## src/rtl/core_seq_pkg.sv

```systemverilog
// Shared encodings for the multi-cycle RV32I sequencer.
package core_seq_pkg;

  // Sequencer states; the encoding is also exported on the debug state port.
  typedef enum logic [2:0] {
    ST_IDLE  = 3'd0,
    ST_FETCH = 3'd1,
    ST_EXEC  = 3'd2,
    ST_MEM   = 3'd3,
    ST_WB    = 3'd4,
    ST_TRAP  = 3'd5
  } state_e;

  // Trap cause codes reported on trap_cause_o.
  localparam logic [1:0] TRAP_NONE    = 2'b00;
  localparam logic [1:0] TRAP_BUS     = 2'b01;
  localparam logic [1:0] TRAP_TIMEOUT = 2'b10;
  localparam logic [1:0] TRAP_ILLEGAL = 2'b11;

  // Decoder writeback select value that marks a load.
  localparam logic [2:0] M2R_LOAD = 3'b001;

  // True in the states that own the memory port and wait for mem_ack.
  function automatic logic is_mem_state(input state_e s);
    return (s == ST_FETCH) || (s == ST_MEM);
  endfunction

endpackage

```

## src/rtl/core_seq_if.sv

```systemverilog
// Shared memory port between the sequencer (master) and the memory (slave).
interface core_seq_if;
  logic mem_req;
  logic mem_wr;
  logic addr_sel;
  logic mem_ack;
  logic mem_err;

  modport master (
    output mem_req,
    output mem_wr,
    output addr_sel,
    input  mem_ack,
    input  mem_err
  );

  modport slave (
    input  mem_req,
    input  mem_wr,
    input  addr_sel,
    output mem_ack,
    output mem_err
  );
endinterface

```

## src/rtl/core_seq_mem_timer.sv

```systemverilog
// Memory-wait watchdog: counts waiting cycles and flags the last allowed one.
module core_seq_mem_timer #(
  parameter int unsigned MEM_TIMEOUT = 255
) (
  input  logic clk,
  input  logic rst_n,
  input  logic clr_i,
  input  logic en_i,
  output logic expire_o
);

  // The last waiting cycle is the one where the count reaches MEM_TIMEOUT-1.
  localparam logic [7:0] LAST_CNT = 8'(MEM_TIMEOUT - 1);

  logic [7:0] cnt_q;

  // Wait counter: cleared outside a request, holds once it reaches the limit.
  always_ff @(posedge clk or negedge rst_n) begin
    if (!rst_n) begin
      cnt_q <= 8'd0;
    end else if (clr_i) begin
      cnt_q <= 8'd0;
    end else if (en_i && (cnt_q != LAST_CNT)) begin
      cnt_q <= cnt_q + 8'd1;
    end
  end

  assign expire_o = en_i && (cnt_q == LAST_CNT);

endmodule

```

## src/rtl/core_seq.sv

```systemverilog
// Multi-cycle sequencer: FETCH -> EXEC -> [MEM] -> WB with watchdog,
// retired-instruction counter and sticky trap.
module core_seq
  import core_seq_pkg::*;
#(
  parameter int unsigned MEM_TIMEOUT = 255,
  parameter int unsigned CNT_W       = 32
) (
  input  logic             clk,
  input  logic             rst_n,
  core_seq_if.master       bus,
  input  logic             run_i,
  input  logic             dec_mem_we_i,
  input  logic [2:0]       dec_mem2reg_i,
  input  logic             dec_no_wb_i,
  input  logic             dec_illegal_i,
  output logic             ir_we_o,
  output logic             mdr_we_o,
  output logic             rf_we_o,
  output logic             pc_we_o,
  output logic             halted_o,
  output logic [1:0]       trap_cause_o,
  output logic [CNT_W-1:0] instret_o,
  output logic [2:0]       state_o
);

  state_e             state_q;
  logic [1:0]         cause_q;
  logic               store_q;   // decoded in EXEC, drives mem_wr in MEM
  logic               load_q;    // decoded in EXEC, gates mdr_we in MEM
  logic               wb_q;      // decoded in EXEC, drives rf_we in WB
  logic [CNT_W-1:0]   instret_q;

  logic               waiting_s;
  logic               ack_ok_s;
  logic               ack_err_s;
  logic               expire_s;

  assign waiting_s = is_mem_state(state_q);
  assign ack_ok_s  = bus.mem_ack && !bus.mem_err;
  assign ack_err_s = bus.mem_ack && bus.mem_err;

  core_seq_mem_timer #(
    .MEM_TIMEOUT (MEM_TIMEOUT)
  ) u_timer (
    .clk      (clk),
    .rst_n    (rst_n),
    .clr_i    (!waiting_s),
    .en_i     (waiting_s),
    .expire_o (expire_s)
  );

  // Sequencer FSM with trap cause, latched decode and retired-instruction count.
  always_ff @(posedge clk or negedge rst_n) begin
    if (!rst_n) begin
      state_q   <= ST_IDLE;
      cause_q   <= TRAP_NONE;
      store_q   <= 1'b0;
      load_q    <= 1'b0;
      wb_q      <= 1'b0;
      instret_q <= '0;
    end else begin
      case (state_q)
        ST_IDLE: begin
          if (run_i) state_q <= ST_FETCH;
        end
        ST_FETCH: begin
          // An ack in the expiry cycle still completes the fetch.
          if (ack_err_s) begin
            state_q <= ST_TRAP;
            cause_q <= TRAP_BUS;
          end else if (ack_ok_s) begin
            state_q <= ST_EXEC;
          end else if (expire_s) begin
            state_q <= ST_TRAP;
            cause_q <= TRAP_TIMEOUT;
          end
        end
        ST_EXEC: begin
          store_q <= dec_mem_we_i;
          load_q  <= (dec_mem2reg_i == M2R_LOAD);
          wb_q    <= !dec_no_wb_i;
          if (dec_illegal_i) begin
            state_q <= ST_TRAP;
            cause_q <= TRAP_ILLEGAL;
          end else if ((dec_mem2reg_i == M2R_LOAD) || dec_mem_we_i) begin
            state_q <= ST_MEM;
          end else begin
            state_q <= ST_WB;
          end
        end
        ST_MEM: begin
          if (ack_err_s) begin
            state_q <= ST_TRAP;
            cause_q <= TRAP_BUS;
          end else if (ack_ok_s) begin
            state_q <= ST_WB;
          end else if (expire_s) begin
            state_q <= ST_TRAP;
            cause_q <= TRAP_TIMEOUT;
          end
        end
        ST_WB: begin
          instret_q <= instret_q + CNT_W'(1);
          state_q   <= run_i ? ST_FETCH : ST_IDLE;
        end
        ST_TRAP: begin
          state_q <= ST_TRAP;
        end
        default: begin
          state_q <= ST_IDLE;
        end
      endcase
    end
  end

  // Memory port is decoded from registered state only, so it is glitch-free
  // and independent of the decoder inputs.
  assign bus.mem_req  = waiting_s;
  assign bus.mem_wr   = (state_q == ST_MEM) && store_q;
  assign bus.addr_sel = (state_q == ST_MEM);

  // Capture strobes follow mem_ack in the same cycle.
  assign ir_we_o  = (state_q == ST_FETCH) && ack_ok_s;
  assign mdr_we_o = (state_q == ST_MEM) && ack_ok_s && load_q;

  assign rf_we_o      = (state_q == ST_WB) && wb_q;
  assign pc_we_o      = (state_q == ST_WB);
  assign halted_o     = (state_q == ST_TRAP);
  assign trap_cause_o = cause_q;
  assign instret_o    = instret_q;
  assign state_o      = state_q;

endmodule

```

## src/flat_wrapper.sv

```systemverilog
// flat-port wrapper written by rule: the top's interface ports become plain ports
module core_seq_flat import core_seq_pkg::*;
#(
  parameter int unsigned MEM_TIMEOUT = 255,
  parameter int unsigned CNT_W       = 32
)
  (clk, rst_n, run_i, dec_mem_we_i, dec_mem2reg_i, dec_no_wb_i, dec_illegal_i, ir_we_o, mdr_we_o, rf_we_o, pc_we_o, halted_o, trap_cause_o, instret_o, state_o, bus_mem_req, bus_mem_wr, bus_addr_sel, bus_mem_ack, bus_mem_err);
  core_seq_if bus_i ();
  input  logic clk;
  input  logic rst_n;
  input  logic run_i;
  input  logic dec_mem_we_i;
  input  logic [2:0] dec_mem2reg_i;
  input  logic dec_no_wb_i;
  input  logic dec_illegal_i;
  output logic ir_we_o;
  output logic mdr_we_o;
  output logic rf_we_o;
  output logic pc_we_o;
  output logic halted_o;
  output logic [1:0] trap_cause_o;
  output logic [CNT_W-1:0] instret_o;
  output logic [2:0] state_o;
  output wire logic [$bits(bus_i.mem_req)-1:0] bus_mem_req;
  output wire logic [$bits(bus_i.mem_wr)-1:0] bus_mem_wr;
  output wire logic [$bits(bus_i.addr_sel)-1:0] bus_addr_sel;
  input wire logic [$bits(bus_i.mem_ack)-1:0] bus_mem_ack;
  input wire logic [$bits(bus_i.mem_err)-1:0] bus_mem_err;
  assign bus_mem_req = bus_i.mem_req;
  assign bus_mem_wr = bus_i.mem_wr;
  assign bus_addr_sel = bus_i.addr_sel;
  assign bus_i.mem_ack = bus_mem_ack;
  assign bus_i.mem_err = bus_mem_err;
  core_seq #(.MEM_TIMEOUT(MEM_TIMEOUT), .CNT_W(CNT_W)) u_core (.clk(clk), .rst_n(rst_n), .bus(bus_i), .run_i(run_i), .dec_mem_we_i(dec_mem_we_i), .dec_mem2reg_i(dec_mem2reg_i), .dec_no_wb_i(dec_no_wb_i), .dec_illegal_i(dec_illegal_i), .ir_we_o(ir_we_o), .mdr_we_o(mdr_we_o), .rf_we_o(rf_we_o), .pc_we_o(pc_we_o), .halted_o(halted_o), .trap_cause_o(trap_cause_o), .instret_o(instret_o), .state_o(state_o));
endmodule
```

## config.mk

```make
export PLATFORM = sky130hd
export DESIGN_NAME = core_seq_flat
export DESIGN_NICKNAME = d
export VERILOG_FILES = /design/src/rtl/core_seq_pkg.sv /design/src/rtl/core_seq_if.sv /design/src/rtl/core_seq_mem_timer.sv /design/src/rtl/core_seq.sv /design/src/flat_wrapper.sv
export SDC_FILE = /design/constraint.sdc
export NUM_CORES = 1
export LEC_CHECK = 0
export ABC_CLOCK_PERIOD_IN_PS = 5400
export BUFFER_PORTS_ARGS = -buffer_cell sky130_fd_sc_hd__buf_2
export CELL_PAD_IN_SITES_DETAIL_PLACEMENT = 1
export CELL_PAD_IN_SITES_GLOBAL_PLACEMENT = 2
export CORE_MARGIN = 5
export CORE_UTILIZATION = 35
export DETAILED_ROUTE_END_ITERATION = 7
export PLACE_DENSITY = 0.94
export SLEW_MARGIN = 40
export SYNTH_ARGS = -nofsm -noshare
export SYNTH_HDL_FRONTEND = slang
export SYNTH_SLANG_ARGS = --single-unit
```

## constraint.sdc

```tcl
create_clock -name clk -period 5.4 [get_ports clk]
set_input_delay 0.81 -clock clk [delete_from_list [all_inputs] [get_ports clk]]
set_output_delay 0.81 -clock clk [all_outputs]
set_load 0.02 [all_outputs]
```

### Word level (Yosys, flattened, before mapping)

Cells that the tools add are included.

| storage, ports and cells | value |
|---|---|
| output and inout bits | 45 |
| word-level logic and storage cells | 56 |
| bits in registers | 48 |
| input bits | 11 |

| operators by class | value |
|---|---|
| muxes and demuxes | 17 |
| eq/ne operators | 13 |
| $add $sub $neg | 2 |
| reduce and logical (&&, ||, !) cells | 17 |

Operators by type and width:

| cell | count |
|---|---|
| 32-bit by 1-bit adder with 32-bit output (second input constant) | 1 |
| 3-bit 2-to-1 mux | 8 |
| 3-bit case mux with 6 select lines | 1 |
| 8-bit 2-to-1 mux | 2 |
| 1-bit logical AND | 9 |
| 8-bit by 1-bit adder with 8-bit output (second input constant) | 1 |
| 8-bit == test (second input constant) | 1 |
| 2-bit 2-to-1 mux | 4 |
| 8-bit inequality test (second input constant) | 1 |
| 3-bit by 1-bit == test with 1-bit output (second input constant) | 2 |
| 3-bit by 2-bit == test with 1-bit output (second input constant) | 2 |
| 3-bit == test (second input constant) | 2 |
| 2-bit inequality test (second input constant) | 2 |
| 2-bit case mux with 2 select lines | 1 |
| 4-bit AND reduction | 1 |
| 3-bit logical NOT | 1 |
| 3-bit by 1-bit inequality test with 1-bit output (second input constant) | 1 |
| 3-bit inequality test (second input constant) | 1 |
| 1-bit logical NOT | 2 |
| 1-bit logical OR | 2 |
| 2-bit by 1-bit inequality test with 1-bit output (second input constant) | 1 |
| 2-bit nonzero test | 1 |
| 2-bit OR reduction | 1 |
| 1-bit 2-to-1 mux | 1 |

### Depth between registers and ports, before layout

| depth | value |
|---|---|
| depth in word-level cells | 7 |
| depth in mapped cells | 7 |
| gate-level depth less buffers | 7 |

### By module

A second synthesis with hierarchy kept.

| second synthesis, totals | value |
|---|---|
| cell total of the unflattened synthesis | 229 |
| area total of the unflattened synthesis | 2,451.1 sq um |

By module, submodules not included:

| module | times used | cells each | seq. area each (sq um) | area an instance (sq um) |
|---|---|---|---|---|
| core_seq | 1 | 182 | 1,001.0 | 1,951.9 |
| core_seq_mem_timer | 1 | 47 | 200.2 | 499.2 |

### Least setup slack after synthesis

Ideal clock, no wire load.

| timing | value |
|---|---|
| path kind | register to output |
| from | register u_core.state_q[2], in the netlist u_core.state_o[2] |
| to | output mdr_we_o |
| data arrival time | 1.723 ns |
| path slack | 2.867 ns |
| buffers on the path | 1 |
| required time | 4.590 ns |
| stages on the path, launching flop included | 6 |
| path through | dfrtp_1 > nand2b_1 > clkbuf_1 > inv_1 > nand2_1 > nor3_1 |

| between the ends | value |
|---|---|
| longest elaborated chain between the ends | 3 |

Ends and longest elaborated chain:

| element | RTL line | text |
|---|---|---|
| start: declaration | core_seq.sv:27 | `state_e state_q;` |
| start signal: assignment | core_seq.sv:105 | `state_q <= run_i ? ST_FETCH : ST_IDLE;` |
| 3-bit by 2-bit == test with 1-bit output | core_seq.sv:125 | `assign mdr_we_o = (state_q == ST_MEM) && ack_ok_s && load_q;` |
| 1-bit logical AND (2 in series) | core_seq.sv:125 |  |
| end: declaration | flat_wrapper.sv:17 | `output logic mdr_we_o;` |

No other way between the ends.

### Worst setup path in the final report

| timing | value |
|---|---|
| from | register u_core.state_q[0], in the netlist u_core.state_o[0] |
| to | output mdr_we_o |

The elaborated chain is that of the path after synthesis.

==> qor.yml <==
async_flop_share: 1.00
finalCritPeriodShare: 0.496
top_layer_used: "met4"
cp_max_fo: 10
crit_path_start: "u_core.state_o[0]$_DFFE_PN0P_"
setup_viol: 0
cts_tree: "done"
die_y_um: 90.9
cts_buffers: 5
vias: 1801
yosysMostFrequentCell: "dfrtp_1"
power_density_mw_per_mm2: 357
first_iter_violations: 74
ys_seq_area_frac: 0.525
cts_resized: 0
layout.cells.non_filler: 357
grt_pass1_vias: 1957
drv_cap: 0
num_rows: 29
maxSlewHeadroom: 0.509
critical_path_class: "reg2out"
grt_pass1_wl_mm: 9.52
regToRegSetupSlack_ps: 3280
leakage_uw: 0.00135
syn_avg_cell_area_sq_um: 10.4
hold_buffers: 0
dpl.cell_count: 349
slowest_delay_ps: 520
clock_sinks: 48
viasPerCell: 5.04
hold_viol: 0
drt-total-wl_mm: 5.45
wl_met1_mm: 2.45
cp.arrival_ps: 1870
min_path_type: "reg2reg"
cts_setup_buffers: 0
antenna_found_initial: 0
core_sq_mm: 0.00635
tightest_slew_ps: 730
synthCells: 219
r2r-start: "u_core.state_o[1]$_DFFE_PN0P_"
path_cells: "nand2b_1 > inv_1 > nand2_1 > nor3_1 > buf_2"
cts-htree-levels: 2
max_freq_mhz: 374
tns_ps: 0
syn-num-nets: 233
synth_edf_count: 0
ys_top_cells_by_area: "dfrtp_1 (52%), xnor2_1 (9.6%), nand2_1 (4.3%)"
routedWlPerCell_um: 15.3
syn_to_final_growth_pct: 20.7
grt_max_degree: 49
yosysTopAreaCell: "dfrtp_1"
ioPinCount: 56
start_util: 0.360
hpwlAfterDp_mm: 4.09
wl_met3_um: 335
cts.path.max_buffers: 2
path_clk_slew_ps: 90
drive_gt1_frac: 0.257
clk_latency_ps: 300
synth_ff_type: "dfrtp_1"
status: "completed"
diodes: 0
portBuffers: 55
crit_slowest_cell: "dfrtp_1"
slew_viol_final: 0
yosys-top-cells-count: "dfrtp_1 (48), nand2_1 (26), xnor2_1 (25), nor2_1 (22), nand3_1 (12)"
root_buffer: "clkbuf_8"
gr-total-overflow: 0
netlist-cell-type-count: 38
grt.total_usage: 0.138
wl_met2_mm: 2.61
gp_congestion: 0.772
crit_buf_inv: 2
crit_family: "simple AND/OR/NAND/NOR gates"
cp-start-kind: "flip-flop"
first_pass_iters: 4
irDropWorstVdd_mv: 0.195
fp.dieW_um: 90.9
ys_warn_count: 0
postRouteAntennaNets: 0
crit_required_ps: 4590
drc: 0
post-route-min-period_ps: 2680
worstHoldStart: "u_core.instret_o[31]$_DFFE_PN0P_"
nNetsFinal: 293
cp-end-kind: "primary output"
rsz0062_at_grt: "no"
synth_top_area_share: 0.525
yosys_register_bits: 48
final.setup_skew_ps: 4.41
synthesis.area_sq_mm: 0.00229
fp.dieArea_sq_mm: 0.00826
## final cells by class
type | count | area, sq um
Fill cell | 736 | 3590
Sequential cell | 48 | 1200
Multi-Input combinational cell | 163 | 1060
Timing Repair Buffer | 55 | 278
Tap cell | 77 | 96.3
Clock buffer | 6 | 72.6
Clock inverter | 2 | 35.0
Inverter | 6 | 22.5
## cells in the final DEF (no fill, tap or decap), drive strengths merged
cell,count
buf,55
dfrtp,48
nand2,26
xnor2,26
nor2,22
nand3,13
nand4,10
xor2,8
o21ai,7
inv,6
a21oi,6
clkbuf,6
and3,5
nor3,5
and4,4
or3,4
a21o,3
ha,3
nor4,3
nand2b,2
o2111ai,2
a31oi,2
nor3b,2
and2,2
or2,2
and3b,1
nand3b,1
mux2,1
o21a,1
o32ai,1
a22oi,1
bufinv,1
clkinv,1
## cells by family after synthesis
kind of cell / Yosys count / share of synthesized area
adders and majority gates: 3 / 0.0164
AOI/OAI and AO/OA: 23 / 0.0618
buffers and inverters: 8 / 0.0131
muxes: 1 / 0.00492
DFF: 48 / 0.525
xor gates and xnor gates: 34 / 0.133
and+or+nand+nor: 102 / 0.245
## layer usage
layer	up-vias	track usage
li1	877	-
met4	0	0.0403
met3	7	0.0400
met2	48	0.230
met1	869	0.175
met5	-	0
## state kept, by name, indices dropped and copies added (netlist names)
register	count
u_core.instret_o	32
u_core.load_q	1
u_core.state_o	3
u_core.store_q	1
u_core.trap_cause_o	2
u_core.u_timer.cnt_q	8
u_core.wb_q	1
## power by group
part	switching (uW)	leakage, uW	internal [uW]
registers	62.9	0.000642	405
clock network	117	0.0000552	138
logic	168	0.000654	95.3
total	348	0.00135	638
## final timing paths
path,end,cells past startpoint
max,mdr_we_o,5
min,u_core.instret_o[31]$_DFFE_PN0P_,1
min reg2reg,u_core.instret_o[31]$_DFFE_PN0P_,1
max in group asynchronous,u_core.u_timer.cnt_q[6]$_DFFE_PN0P_,1
max reg2reg,u_core.instret_o[13]$_DFFE_PN0P_,5
min in group asynchronous,u_core.instret_o[31]$_DFFE_PN0P_,1
## worst reg2reg max path, stage by stage (launching register included)
cell     delay (ps)
dfrtp_1         530
nor3b_4         510
nand4_1         310
nor3_1          390
nand3_1         140
xnor2_1         130
## stage by stage
stage / hold WS [ps] / total power (uW) / util / setup slack [ps] / cell area (sq um)
3_3_place_gp: 455 / 729 / 0.418 / 3070 / 2650
4_1_cts: 476 / 1000 / 0.435 / 2700 / 2760
5_1_grt: 509 / 1050 / 0.435 / 2560 / 2760
3_5_place_dp: 463 / 742 / 0.418 / 3050 / 2660
6_report: 463 / 985 / 0.435 / 2720 / 2760
2_1_floorplan: 438 / 637 / - / 2870 / 2290
No activity file was read; power rests on OpenSTA's default activity.
